$ cat src/rtl/lcd_text_writer.sv
`default_nettype none
// ============================================================================
// Module      : lcd_text_writer
// Description : Character-buffered writer for a 2x16 HD44780-style text LCD.
//               Holds a 32-byte screen buffer that can be written at any time.
//               Powers up and initialises the panel, then refreshes both lines
//               from the buffer forever.
//               Optional macro LCD_SNAPSHOT_EN adds a shadow buffer. The live
//               buffer is copied into it at the start of every frame, so each
//               frame shows one coherent set of characters.
// Revision    : 1.0 - initial release
// ============================================================================
module lcd_text_writer #(
  parameter int PHASE_CYC      = 10,
  parameter int WAIT_CYC       = 100,
  parameter int POWERUP_CYC    = 15000,
  parameter int CLEAR_WAIT_CYC = 2000
) (
  input  logic       CLK,
  input  logic       RST,
  input  logic       WR_EN,
  input  logic [4:0] WR_ADDR,
  input  logic [7:0] WR_DATA,
  output logic       READY,
  output logic       FRAME_DONE,
  output logic       LCD_E,
  output logic       LCD_RS,
  output logic       LCD_RW,
  output logic [7:0] LCD_DATA
);

  // Byte slot: setup + E-high + hold phases, then the command execution wait.
  localparam int BYTE_LEN = 3 * PHASE_CYC + WAIT_CYC;
  localparam int CLR_LEN  = BYTE_LEN + CLEAR_WAIT_CYC;
  localparam int CNT_MAX  = (POWERUP_CYC > CLR_LEN) ? POWERUP_CYC : CLR_LEN;
  localparam int CNT_W    = $clog2(CNT_MAX + 1);

  localparam logic [CNT_W-1:0] PWR_LAST  = CNT_W'(POWERUP_CYC - 1);
  localparam logic [CNT_W-1:0] BYTE_LAST = CNT_W'(BYTE_LEN - 1);
  localparam logic [CNT_W-1:0] CLR_LAST  = CNT_W'(CLR_LEN - 1);
  localparam logic [CNT_W-1:0] E_FIRST   = CNT_W'(PHASE_CYC);
  localparam logic [CNT_W-1:0] E_LAST    = CNT_W'(2 * PHASE_CYC - 1);

  typedef enum logic [2:0] {
    S_PWR   = 3'd0,
    S_INIT  = 3'd1,
    S_ADDR1 = 3'd2,
    S_LINE1 = 3'd3,
    S_ADDR2 = 3'd4,
    S_LINE2 = 3'd5
  } state_t;

  state_t           state, state_nxt;
  logic [CNT_W-1:0] cnt, cnt_nxt, slot_last;
  logic [3:0]       idx, idx_nxt;
  logic             latch;
  logic             rs_nxt, e_nxt, done_nxt;
  logic [7:0]       data_nxt, line_byte;
  logic [4:0]       rd_addr;
  logic [7:0]       mem [32];

  assign LCD_RW = 1'b0;

  // Live screen buffer: reset to spaces, written whenever the strobe is high.
  always_ff @(posedge CLK) begin
    if (RST) begin
      for (int i = 0; i < 32; i++) mem[i] <= 8'h20;
    end else if (WR_EN) begin
      mem[WR_ADDR] <= WR_DATA;
    end
  end

`ifdef LCD_SNAPSHOT_EN
  logic [7:0] shadow [32];

  // Shadow copy taken on the edge that enters ADDR1; a write on that same edge
  // reaches only the live buffer (the copy sees the pre-write contents).
  always_ff @(posedge CLK) begin
    if (RST) begin
      for (int i = 0; i < 32; i++) shadow[i] <= 8'h20;
    end else if (latch && state_nxt == S_ADDR1) begin
      for (int i = 0; i < 32; i++) shadow[i] <= mem[i];
    end
  end
`endif

  // Sequencer next state, byte selection and strobe timing.
  always_comb begin
    state_nxt = state;
    cnt_nxt   = cnt + CNT_W'(1);
    idx_nxt   = idx;
    latch     = 1'b0;
    rs_nxt    = LCD_RS;
    data_nxt  = LCD_DATA;
    line_byte = 8'h00;
    rd_addr   = 5'd0;
    slot_last = (state == S_INIT && idx == 4'd3) ? CLR_LAST : BYTE_LAST;

    if (state == S_PWR) begin
      if (cnt == PWR_LAST) begin
        state_nxt = S_INIT;
        idx_nxt   = 4'd0;
        latch     = 1'b1;
      end
    end else if (cnt == slot_last) begin
      latch = 1'b1;
      case (state)
        S_INIT:  if (idx == 4'd3) state_nxt = S_ADDR1; else idx_nxt = idx + 4'd1;
        S_ADDR1: begin state_nxt = S_LINE1; idx_nxt = 4'd0; end
        S_LINE1: if (idx == 4'd15) state_nxt = S_ADDR2; else idx_nxt = idx + 4'd1;
        S_ADDR2: begin state_nxt = S_LINE2; idx_nxt = 4'd0; end
        S_LINE2: if (idx == 4'd15) state_nxt = S_ADDR1; else idx_nxt = idx + 4'd1;
        default: state_nxt = S_PWR;
      endcase
    end

    // Buffer read happens on the latch edge, so a same-edge write is not seen.
    rd_addr = {(state_nxt == S_LINE2), idx_nxt};
`ifdef LCD_SNAPSHOT_EN
    line_byte = shadow[rd_addr];
`else
    line_byte = mem[rd_addr];
`endif

    if (latch) begin
      cnt_nxt = '0;
      case (state_nxt)
        S_INIT: begin
          rs_nxt = 1'b0;
          case (idx_nxt[1:0])
            2'd0:    data_nxt = 8'h38;
            2'd1:    data_nxt = 8'h0C;
            2'd2:    data_nxt = 8'h06;
            default: data_nxt = 8'h01;
          endcase
        end
        S_ADDR1: begin rs_nxt = 1'b0; data_nxt = 8'h80;      end
        S_ADDR2: begin rs_nxt = 1'b0; data_nxt = 8'hC0;      end
        S_LINE1: begin rs_nxt = 1'b1; data_nxt = line_byte;  end
        S_LINE2: begin rs_nxt = 1'b1; data_nxt = line_byte;  end
        default: begin rs_nxt = 1'b0; data_nxt = 8'h00;      end
      endcase
    end

    e_nxt    = (state_nxt != S_PWR) && (cnt_nxt >= E_FIRST) && (cnt_nxt <= E_LAST);
    done_nxt = (state_nxt == S_LINE2) && (idx_nxt == 4'd15) && (cnt_nxt == BYTE_LAST);
  end

  // State, counters and registered LCD/status outputs.
  always_ff @(posedge CLK) begin
    if (RST) begin
      state      <= S_PWR;
      cnt        <= '0;
      idx        <= 4'd0;
      LCD_E      <= 1'b0;
      LCD_RS     <= 1'b0;
      LCD_DATA   <= 8'h00;
      READY      <= 1'b0;
      FRAME_DONE <= 1'b0;
    end else begin
      state      <= state_nxt;
      cnt        <= cnt_nxt;
      idx        <= idx_nxt;
      LCD_E      <= e_nxt;
      LCD_RS     <= rs_nxt;
      LCD_DATA   <= data_nxt;
      READY      <= READY | (state_nxt == S_ADDR1);
      FRAME_DONE <= done_nxt;
    end
  end

endmodule
`default_nettype wire

$ cat config.mk
export PLATFORM = sky130hd
export DESIGN_NAME = lcd_text_writer
export DESIGN_NICKNAME = d
export VERILOG_FILES = /design/src/rtl/lcd_text_writer.sv
export SDC_FILE = /design/constraint.sdc
export NUM_CORES = 1
export LEC_CHECK = 0
export ABC_AREA = 1
export CAP_MARGIN = 0
export CORE_MARGIN = 2
export CORE_UTILIZATION = 29
export CTS_BUF_LIST = sky130_fd_sc_hd__clkbuf_16
export DETAILED_ROUTE_END_ITERATION = 6
export HOLD_SLACK_MARGIN = 0.12
export PLACE_DENSITY = 0.44
export SYNTH_ARGS = -nofsm -noshare
export SYNTH_HDL_FRONTEND = slang
export SYNTH_SLANG_ARGS = --single-unit
$ cat constraint.sdc
create_clock -name CLK -period 3.13 [get_ports CLK]
set_clock_uncertainty 0.1 [all_clocks]
set_input_delay 0.939 -clock CLK [delete_from_list [all_inputs] [get_ports CLK]]
set_output_delay 0.939 -clock CLK [all_outputs]
set_load 0.005 [all_outputs]
# == Yosys cells after proc, flatten, opt, wreduce, memory -nomap -nowiden ==
# Memory sizes are Yosys's and may differ from the RTL's.
# Cells that the tools add are included.
# op_classes
n_reduce_logical,12
eq_ne,18
multipliers,0
n_bitwise,1
shift,0
add_sub_neg,2
magnitude_cmp,2
mux,29
n_div,0
# op_table
operator,count
8-bit one-hot mux with 4 select lines,1
4-bit two-way mux,5
3-bit two-way mux,6
6-bit one-hot mux with 3 select lines,1
3-bit one-hot mux with 5 select lines,1
"14-bit by 1-bit adder with 14-bit output, second input constant",1
14-bit by 12-bit equality test with 1-bit output,1
"14-bit equality test, second input constant",1
"14-bit by 8-bit equality test with 1-bit output, second input constant",1
"14-bit by 4-bit greater-or-equal comparator with 1-bit output, second input constant",1
"14-bit by 5-bit <= comparator with 1-bit output, second input constant",1
14-bit two-way mux,1
"3-bit by 2-bit equality test with 1-bit output, second input constant",4
"3-bit equality test, second input constant",4
12-bit two-way mux,1
4-bit one-hot mux with 3 select lines,1
1-bit two-way mux,10
"4-bit equality test, second input constant",2
8-bit two-way mux,1
8-bit OR reduction,1
"3-bit by 1-bit equality test with 1-bit output, second input constant",2
2-bit OR reduction,3
1-bit logical AND,5
5-bit two-way mux,1
8 further kinds,8
# totals
input_bits,16
mem_count,1
regBits,33
out_inout_bits,13
word_cells,73
ramBits,256
latchBits,0
mem_bits_ro,0
# memory_table
memory,depth,word_bits,read_ports,rd_clocked_by_memory_dff,wr,line_no,text
mem,32,8,1,0,32,60,logic [7:0] mem [32];

# == Depth between registers and ports, before layout ==
# Gate-level depths: netlist (run 1).
# logic_depth
word_depth,10
depth_mapped,21

# == Worst setup path before layout (run 1) ==
# Ideal clock, no wire load.
# synth_timing
path_type,reg2reg
from,register idx[1]
to,register FRAME_DONE
path_stages_with_launch,19
path_buffers,2
t_arrival_ps,2376
path_slack_ps,562
path_cell_list,dfxtp_1 > ha_1 > nand2_1 > nor2_2 > nand3_2 > nand2_2 > nand3_4 > nor2_4 > nand2_1 > nand3_1 > nand2_1 > inv_2 > buf_6 > buf_2 > ha_1 > nand3_1 > nor3_1 > nand2_1 > nor4_1
# synth_via
elab_chain_len,9
word_cells_on_any_way,26
classes_between,add/sub: 1; eq/ne: 6; mux: 16; reduce/logical: 3
# synth_lines
item,line_no,text
from (decl),55,"logic [3:0] idx, idx_nxt;"
from (signal assigned),163,idx <= idx_nxt;
branches (longest 5 deep; another with 4-bit by 1-bit adder with 4-bit output),-,
4-bit two-way mux *,99,if (state == S_PWR) begin
via idx_nxt[1],55,
4-bit equality test *,146,done_nxt = (state_nxt == S_LINE2) && (idx_nxt == 4'd15) && (cnt_nxt == BYTE_LAST);
1-bit logical AND * (2 in series),146,
to (signal assigned),168,FRAME_DONE <= done_nxt;
to (decl),25,"output logic FRAME_DONE,"
# Mark *: on every way through the listed nets, which the timed path passes.
# A chain may end at the register's enable or synchronous reset.

# == Worst setup path in the final report (run 1) ==
# layout_timing
from,register idx[1]
to,register LCD_DATA[0]
# layout_via
elab_chain_len,9
word_cells_on_any_way,32
classes_between,add/sub: 1; eq/ne: 10; mux: 17; reduce/logical: 3; memory: 1
# layout_lines
item,line_no,text
4-bit by 2-bit equality test with 1-bit output,"97, 108",
1-bit logical AND,97,slot_last = (state == S_INIT && idx == 4'd3) ? CLR_LAST : BYTE_LAST;
12-bit two-way mux,97,
14-bit by 12-bit equality test with 1-bit output,105,end else if (cnt == slot_last) begin
3-bit two-way mux or 4-bit two-way mux (tied branches),105,
3-bit two-way mux or 4-bit two-way mux (tied branches),99,
3-bit equality test (tied with other cells),"118, 127",
memory read 32 x 8 bit (tied with other cells),-,
8-bit one-hot mux with 4 select lines,127,case (state_nxt)
to (signal assigned),166,LCD_DATA <= data_nxt;
to (decl),29,output logic [7:0] LCD_DATA
# Parallel ways exist; a longest one is shown, timed or not.

==> flow_summary.yaml, run 1 <==
placed_design:
  placed_cells: 2228
  placed_cell_area_um2: 15900
  portBuffers: 27
  place.gp.congestion: 0.806
  hpwl_um: 28600
clock_network:
  cts.path.max_buffers: 3
  cts_made_buffers: 36
  numClockSinks: 289
  cts.reportedPaths.clkPinSlew_ns: 0.06
  cts_tree: "done"
  clkLatencyLatePin_ns: 0.55
  cts_htree_levels: 2
  hold_buffers: 0
  clockRootBuffer: "clkbuf_16"
sta:
  hold_viol: 0
  fin_tns_setup_ns: 0
  fin_crit_sh_pct: 94.1
  setup_violations: 0
  finalCriticalPeriod_ns: 2.95
  drv_slew: 0
  rsz0062_at_grt: "false"
  max_freq_mhz: 339
route:
  via_per_inst: 4.94
  first_pass_iters: 5
  final_antenna_net_count: 0
  drcViolationCount: 0
  wl_per_cell_um: 20.2
  routed_wl_um: 46400
  drt_iter0_drc: 956
  vias: 11369
floorplanning:
  die_h_um: 225
  start_util_pct: 29.5
  io_pins: 29
  rows: 80
  die_w_um: 225
  core_area_um2: 47900
  die_area_um2: 50600
final_layout:
  area_delta_synth_final_pct: 23.1
  instances_no_fill: 2300
  drive_above_1_share_pct: 12.9
  antennaDiodeCount: 0
  design_area_um2: 17400
  nets: 1686
setup_path:
  crit_arrival_ns: 3.26
  slowest_delay_ns: 0.37
  required_ns: 3.44
  cpMostUsedCell: "nand3_1"
  cp-start-kind: "flip-flop"
  crit_slowest_cell: "dfxtp_1"
  end_kind: "flip-flop"
  crit_fanout: 16
  path_class: "reg2reg"
  path_cells: "ha_4 -> nand2_1 -> nor2_4 -> nand3_2 -> nand2_2 -> nand3_4 -> nor2_2 -> nor2_2 -> nand2_4 -> nand2_8 -> buf_12 -> clkbuf_16 -> nand2_1 -> nand3_1 -> nand3_1 -> nand3_1 -> nand3_1 -> nand3_2 -> nand2_1 -> a21oi_1"
yosys:
  syn_avg_cell_area_um2: 8.97
  synth_top_area_share_pct: 54.3
  yosysSeqAreaShare_pct: 59.0
  netlist_instances: 1578
  synthDistinctLibCells: 42
  synth-seq-cells: 289
  synth_area_leaders: "edfxtp_1 (54%), nand3_1 (12%), nand2_1 (8.2%), nor2_1 (8.1%), dfxtp_1 (4.7%)"
  synth_async_sr_flop_share_pct: 0
  syn-num-nets: 1603
  ys.flop_type: "edfxtp_1"
  synth_area_um2: 14200
  synth_edf_count: 256
  yosysWarnings: 0
  synth_largest_area_cell: "edfxtp_1"
power:
  power_uw: 9180
  p_per_area_nw_per_um2: 527
  leakage_uw: 0.00673
  ir_worst_vdd_mv: 0.260
grt:
  grt_max_degree: 54
  antenna_found_initial: 0
  grt_pass1_vias: 11025
  track_usage_pct: 18.1
  grt_pass1_wl_um: 68800
  grt_overflow_total: 0
outcome:
  status: "completed"
hold_path:
  hold_path.class: "reg2reg"
flow_run:
  maxCapViolCount: 0
## layout make-up
class	instances	area, um^2
Inverter	128	489
Clock buffer	37	926
Sequential cell	289	8350
Timing Repair Buffer	138	1650
Clock inverter	25	256
Multi-Input combinational cell	1068	4990
Fill cell	4862	30500
Tap cell	615	769
## critical path, delay by kind of cell, from the launching register on
family          cells  cell delay, ns
simple gates       16            1.80
fa+ha+maj           1            0.16
buf+inv             2            0.33
flops               1            0.37
compound gates      1            0.06
## cells by family (layout without fill, tap and decap cells)
kind of cell,count (synthesis),after routing,share of synthesized area [%]
AND/OR/NAND/NOR,1016,1016,31.2
flip-flops,289,289,59.0
buffers and inverters,221,328,7.03
AO/OA/AOI/OAI,39,39,1.81
adder cells (fa/ha/maj),9,9,0.795
XOR/XNOR,3,3,0.186
other,1,1,0.0265
## synthesized netlist by cell type (2+ instances only)
cell type  instances
clkbuf_1          42
buf_2             18
edfxtp_1         256
inv_1            116
nor2_2             6
nand2_2            5
nor2_4             3
nor4_1             2
nand3_2            2
buf_4             25
xor2_1             3
o21ai_2            2
nor2_1           305
a21oi_2            2
nand3_1          343
buf_6              6
a21oi_1           13
o211ai_1           3
o21ai_0           10
nand3b_1          12
nand4_1            5
inv_2              9
nand2_1          310
nor3_1            21
buf_1              2
ha_1               9
dfxtp_1           33
## worst paths after layout
path | cells past startpoint | slack [ns] | start | endpoint
min | 2 | 0.36 | LCD_DATA[5] | LCD_DATA[5]
max reg2reg | 20 | 0.18 | idx[1] | LCD_DATA[0]
min reg2reg | 2 | 0.36 | LCD_DATA[5] | LCD_DATA[5]
max | 20 | 0.18 | idx[1] | LCD_DATA[0]
## repair_timing
item                                    CTS  global route
endpoints found under the setup margin    0             9
gates resized for setup                   0            37
buffers inserted                          0             5
## sequential cells by signal, indices dropped and copies added (netlist names)
register / cells
mem: 256
cnt: 14
LCD_DATA: 8
idx: 4
state: 3
FRAME_DONE: 1
LCD_E: 1
LCD_RS: 1
READY: 1
## where the power goes
part / internal, uW / switching (uW)
combinational: 144 / 311
sequential: 4380 / 59.1
clock: 2620 / 1670
## cell usage in the layout (no fill, tap or decap), types with 3 or more instances in the layout
master / n
a21oi_1: 13
buf_12: 33
buf_4: 70
bufinv_16: 6
clkbuf_16: 42
clkdlybuf4s50_1: 27
clkinv_1: 12
dfxtp_1: 33
edfxtp_1: 256
ha_1: 8
inv_1: 120
inv_2: 10
nand2_1: 307
nand2_2: 5
nand3_1: 325
nand3_2: 20
nand3b_1: 12
nand4_1: 5
nor2_1: 304
nor2_2: 5
nor2_4: 5
nor3_1: 20
o211ai_1: 3
o21ai_0: 10
xor2_1: 3
## through the flow
stage / hold slack (ns) / utilization [%] / setup slack [ns]
CTS: 0.368 / 35.6 / 0.106
global placement: 0.356 / 33.1 / -0.00242
floorplan: 0.362 / - / 0.562
detailed placement: 0.358 / 33.1 / -0.0288
global route: 0.384 / 36.3 / 0.00228
finish: 0.364 / 36.3 / 0.184
## metal layers
| metal | wire (um) | vias up | global-route usage [%] |
|---|---|---|---|
| li1 | - | 5452 | - |
| met1 | 21600 | 5557 | 26.2 |
| met2 | 21600 | 305 | 28.5 |
| met3 | 2310 | 55 | 2.75 |
| met4 | 943 | 0 | 4.25 |
| met5 | 0 | - | 0 |
Note: power is estimated with default switching activity, not from simulation.
==> run 2, diff against run 1 <==
--- a/config.mk
+++ b/config.mk
@@ -12,6 +12,7 @@
 export CTS_BUF_LIST = sky130_fd_sc_hd__clkbuf_16
 export DETAILED_ROUTE_END_ITERATION = 6
 export HOLD_SLACK_MARGIN = 0.12
+export MAX_ROUTING_LAYER = met4
 export PLACE_DENSITY = 0.44
 export SYNTH_ARGS = -nofsm -noshare
 export SYNTH_HDL_FRONTEND = slang
==> flow_summary.yaml, run 2 (synthesized netlist as in run 1, its figures left out) <==
outcome:
  status: "completed"
grt:
  grt_overflow_total: 0
  antenna_found_initial: 0
  track_usage_pct: 18.6
  grt_max_degree: 54
  grt_pass1_wl_um: 68800
  grt_pass1_vias: 11031
clock_network:
  cts.path.max_buffers: 3
  clkLatencyLatePin_ns: 0.55
  cts_tree: "done"
  numClockSinks: 289
  clockRootBuffer: "clkbuf_16"
  cts.reportedPaths.clkPinSlew_ns: 0.06
  hold_buffers: 0
  cts_htree_levels: 2
  cts_made_buffers: 36
floorplanning:
  io_pins: 29
  rows: 80
  die_area_um2: 50600
  die_w_um: 225
  start_util_pct: 29.5
  core_area_um2: 47900
  die_h_um: 225
final_layout:
  drive_above_1_share_pct: 13.2
  antennaDiodeCount: 0
  area_delta_synth_final_pct: 23.6
  regMostFlops: "mem"
  reg_top3: "mem x256, cnt x14, LCD_DATA x8"
  largest_reg_flops: 256
  final_common_cell: "nand3_1"
  mostFrequentLayoutCells: "nand3_1 (328), nand2_1 (306), nor2_1 (304)"
  nets: 1694
  design_area_um2: 17500
sta:
  drv_slew: 0
  fin_crit_sh_pct: 93.7
  finalCriticalPeriod_ns: 2.93
  max_freq_mhz: 341
  hold_viol: 0
  hold_slack_ns: 0.364
  setup_violations: 0
  fin_ws_ns: 0.199
route:
  first_pass_iters: 5
  drt_iter0_drc: 971
  via_per_inst: 4.94
  final_antenna_net_count: 0
  drcViolationCount: 0
  wl_per_cell_um: 20.3
  vias: 11395
  routed_wl_um: 46800
flow_run:
  maxCapViolCount: 0
setup_path:
  slowest_delay_ns: 0.37
  crit_slowest_cell: "dfxtp_1"
  cpMostUsedCell: "nand3_1"
  crit_fanout: 16
  path_cells: "ha_4 -> nand2_1 -> nor2_4 -> nand3_2 -> nand2_2 -> nand3_4 -> nor2_2 -> nor2_2 -> nand2_4 -> nand2_8 -> buf_12 -> clkbuf_16 -> nand2_1 -> nand3_1 -> nand3_1 -> nand3_1 -> nand3_1 -> nand3_2 -> nand2_1 -> a21oi_1"
  crit_family: "simple AND/OR/NAND/NOR gates"
  critPathBufInv: 2
  required_ns: 3.45
  crit_arrival_ns: 3.25
  path_class: "reg2reg"
  cp-start-kind: "flip-flop"
  end_kind: "flip-flop"
hold_path:
  hold_path.class: "reg2reg"
placed_design:
  portBuffers: 27
  place.gp.congestion: 0.818
  placed_cell_area_um2: 15900
  hpwl_um: 28600
  place_ws_ns: -0.0288
power:
  leakage_uw: 0.00677
  ir_worst_vdd_mv: 0.260
  p_per_area_nw_per_um2: 524
[run 2: cell count changes in the layout (fill, tap and decap cells not counted)]
cell       change
buf_12         +1
buf_4          +6
clkbuf_16      +1
nand2_1        -1
nand2_2        +1
nand3_1        +3
nand3_2        -3
[run 2: stage by stage]
stage	instances	utilization [%]	power (uW)	setup TNS, ns
after floorplan	1578	-	4720	0
after global placement	2228	33.1	4970	-0.0184
final	2308	36.5	9170	0
after detailed placement	2228	33.1	4970	-0.229
after global routing	2308	36.5	9460	-0.0331
after CTS	2290	35.6	9260	0
[run 2: tightest hold or removal path: cells and delay by family, from the launching register on]
family / cells / cell delay [ns]
AO/OA/AOI/OAI: 1 / 0.05
AND/OR/NAND/NOR: 1 / 0.06
flip-flops: 1 / 0.31
[run 2: final timing paths]
path	startpoint	endpoint	slack (ns)	depth (start not counted)
worst max-delay path	idx[1]	LCD_DATA[0]	0.20	20
worst min-delay path	LCD_DATA[5]	LCD_DATA[5]	0.36	2
worst max register to register	idx[1]	LCD_DATA[0]	0.20	20
worst min register to register	LCD_DATA[5]	LCD_DATA[5]	0.36	2
[run 2: final cells by class]
cell class | instances | area (um^2)
Clock inverter | 25 | 256
Fill cell | 4865 | 30400
Tap cell | 615 | 769
Sequential cell | 289 | 8350
Clock buffer | 37 | 926
Inverter | 128 | 489
Multi-Input combinational cell | 1068 | 4970
Timing Repair Buffer | 146 | 1740
[run 2: what timing repair did]
item,CTS,global route
setup buffers,0,12
endpoints found under the hold margin,0,0
endpoints found under the setup margin,0,9
gates resized for setup,0,35
[run 2: power breakdown]
part	internal, uW	total [uW]	switching [uW]	leakage (uW)
logic	144	454	310	0.00346
registers	4380	4430	59.0	0.00272
clock network	2620	4290	1670	0.000594
[run 2: per-layer routing]
metal	part of all wire (%)	track usage, %	vias up
li1	-	-	5463
met4	2.0	4.25	0
met3	5.7	2.75	55
met1	46	26.1	5552
met5	0	-	-
met2	46	28.6	325
==> edit: new RTL, flow settings as in run 1 <==
`WAIT_CYC`: 100 -> 50.
--- a/src/rtl/lcd_text_writer.sv
+++ b/src/rtl/lcd_text_writer.sv
@@ -12,7 +12,7 @@
 // ============================================================================
 module lcd_text_writer #(
   parameter int PHASE_CYC      = 10,
-  parameter int WAIT_CYC       = 100,
+  parameter int WAIT_CYC       = 50,
   parameter int POWERUP_CYC    = 15000,
   parameter int CLEAR_WAIT_CYC = 2000
 ) (
Function: no difference found for any inputs over 10 cycles, from zero or initial values and one cycle with RST high; that may be too few to reach the edited logic, so the function may still have changed.
==> edit against run 1 <==
  * Final area grew 1.9%
  * Largest cell class unchanged
  * Maximum frequency down 2.4%
  * Non-clock buffer count is 33 higher
  * Combinational power is 2% higher
  * Total power shrank 3.2%
  * Critical path type unchanged
  * Sequential cell count unchanged
  * Synthesized area about the same
  * Via count up 1.2%
  * Worst setup slack got worse by 71 ps
  * Routed wire length fell by 1.2%
  * Critical path depth did not move
  * Final cell count up 1.8%
==> edit: results <==
global_route:
  grt_max_degree: 64
  grt_pass1_vias: 11299
  grt_pass1_wl_um: 68500
  grtUsageMet3: 0.0288
  use_met1: 0.247
  grt_use_met2: 0.288
worst_setup_path:
  worst-path-max-fanout: 7
  timing.rr.start: "cnt[1]$_SDFF_PP0_"
  crit_arrival_ps: 3330
  cp_slowest_cell: "dfxtp_2"
power_and_ir_drop:
  switching_share: 0.227
  p_leak_nw: 6.98
  clkPwrFrac: 0.449
  irDropWorstVdd_mv: 0.283
  p_int_w: 0.00687
synth:
  synthTopCellsByArea: "edfxtp_1 54%, nand3_1 11%, nand2_1 9.2%, nor2_1 8.3%, dfxtp_1 4.7%"
  ys_types: 41
  synth_seq_area_share: 0.590
route:
  viasPerCell: 4.91
  routedWlPerCell_um: 19.6
  first_pass_iters: 6
run_status:
  outcome: "complete, no violations"
cells_and_area:
  finalNonFillerCells: 2341
  nFillCells: 4828
  nNetsFinal: 1721
placement:
  placed_area_um2: 16200
  place_hpwl_um: 29400
worst_hold_path:
  hp-start: "LCD_DATA[1]$_SDFFE_PP0P_"
-- edit: changes by cell type after synthesis, moves of 6 or more --
cell      change
clkbuf_1      -6
buf_4        -19
nor2_1        +7
a21oi_2       +7
buf_2        +23
nand3_1      -24
nand2_1      +38
inv_1        -26
nand3b_1     -11
-- edit: path summary, 6_finish.rpt --
kind / endpoint / slack, ps / cells after the start
setup / recovery: LCD_DATA[0]$_SDFFE_PP0P_ / 110 / 20
hold / removal: LCD_DATA[1]$_SDFFE_PP0P_ / 390 / 2
setup reg to reg: LCD_DATA[0]$_SDFFE_PP0P_ / 110 / 20
hold reg to reg: LCD_DATA[1]$_SDFFE_PP0P_ / 390 / 2
-- edit: per-layer routing --
layer	routed length, µm	vias up
met3	2440	71
met4	1280	0
met2	21200	324
li1	-	5560
met1	21000	5551
met5	0	-
-- edit: timing repair --
action                     4_1_cts  5_1_grt
buffers inserted                 0       10
resized for setup                1       48
pin swaps                        0       17
cloned                           0        7
setup endpoints to repair        1        9
-- edit: cells by family (layout without fill, tap and decap cells) --
kind of cell    count (synthesis)  count (layout)  synth area share
fa+ha+maj                       5               5           0.00442
flops                         289             289             0.590
compound gates                 47              47            0.0219
buf+inv                       191             334            0.0585
other cells                     1               1          0.000265
xor+xnor                        5               5           0.00309
simple gates                 1045            1045             0.322
-- edit: layout make-up --
| cell class | instances | area [µm²] | area share |
|---|---|---|---|
| clock buffer | 36 | 901 | 0.0508 |
| clock inverter | 27 | 213 | 0.0120 |
| sequential | 289 | 8350 | 0.470 |
| tap | 615 | 769 | 0.0434 |
| timing repair buffer | 171 | 1990 | 0.112 |
| inverter | 100 | 388 | 0.0219 |
| multi-input combinational | 1103 | 5140 | 0.290 |
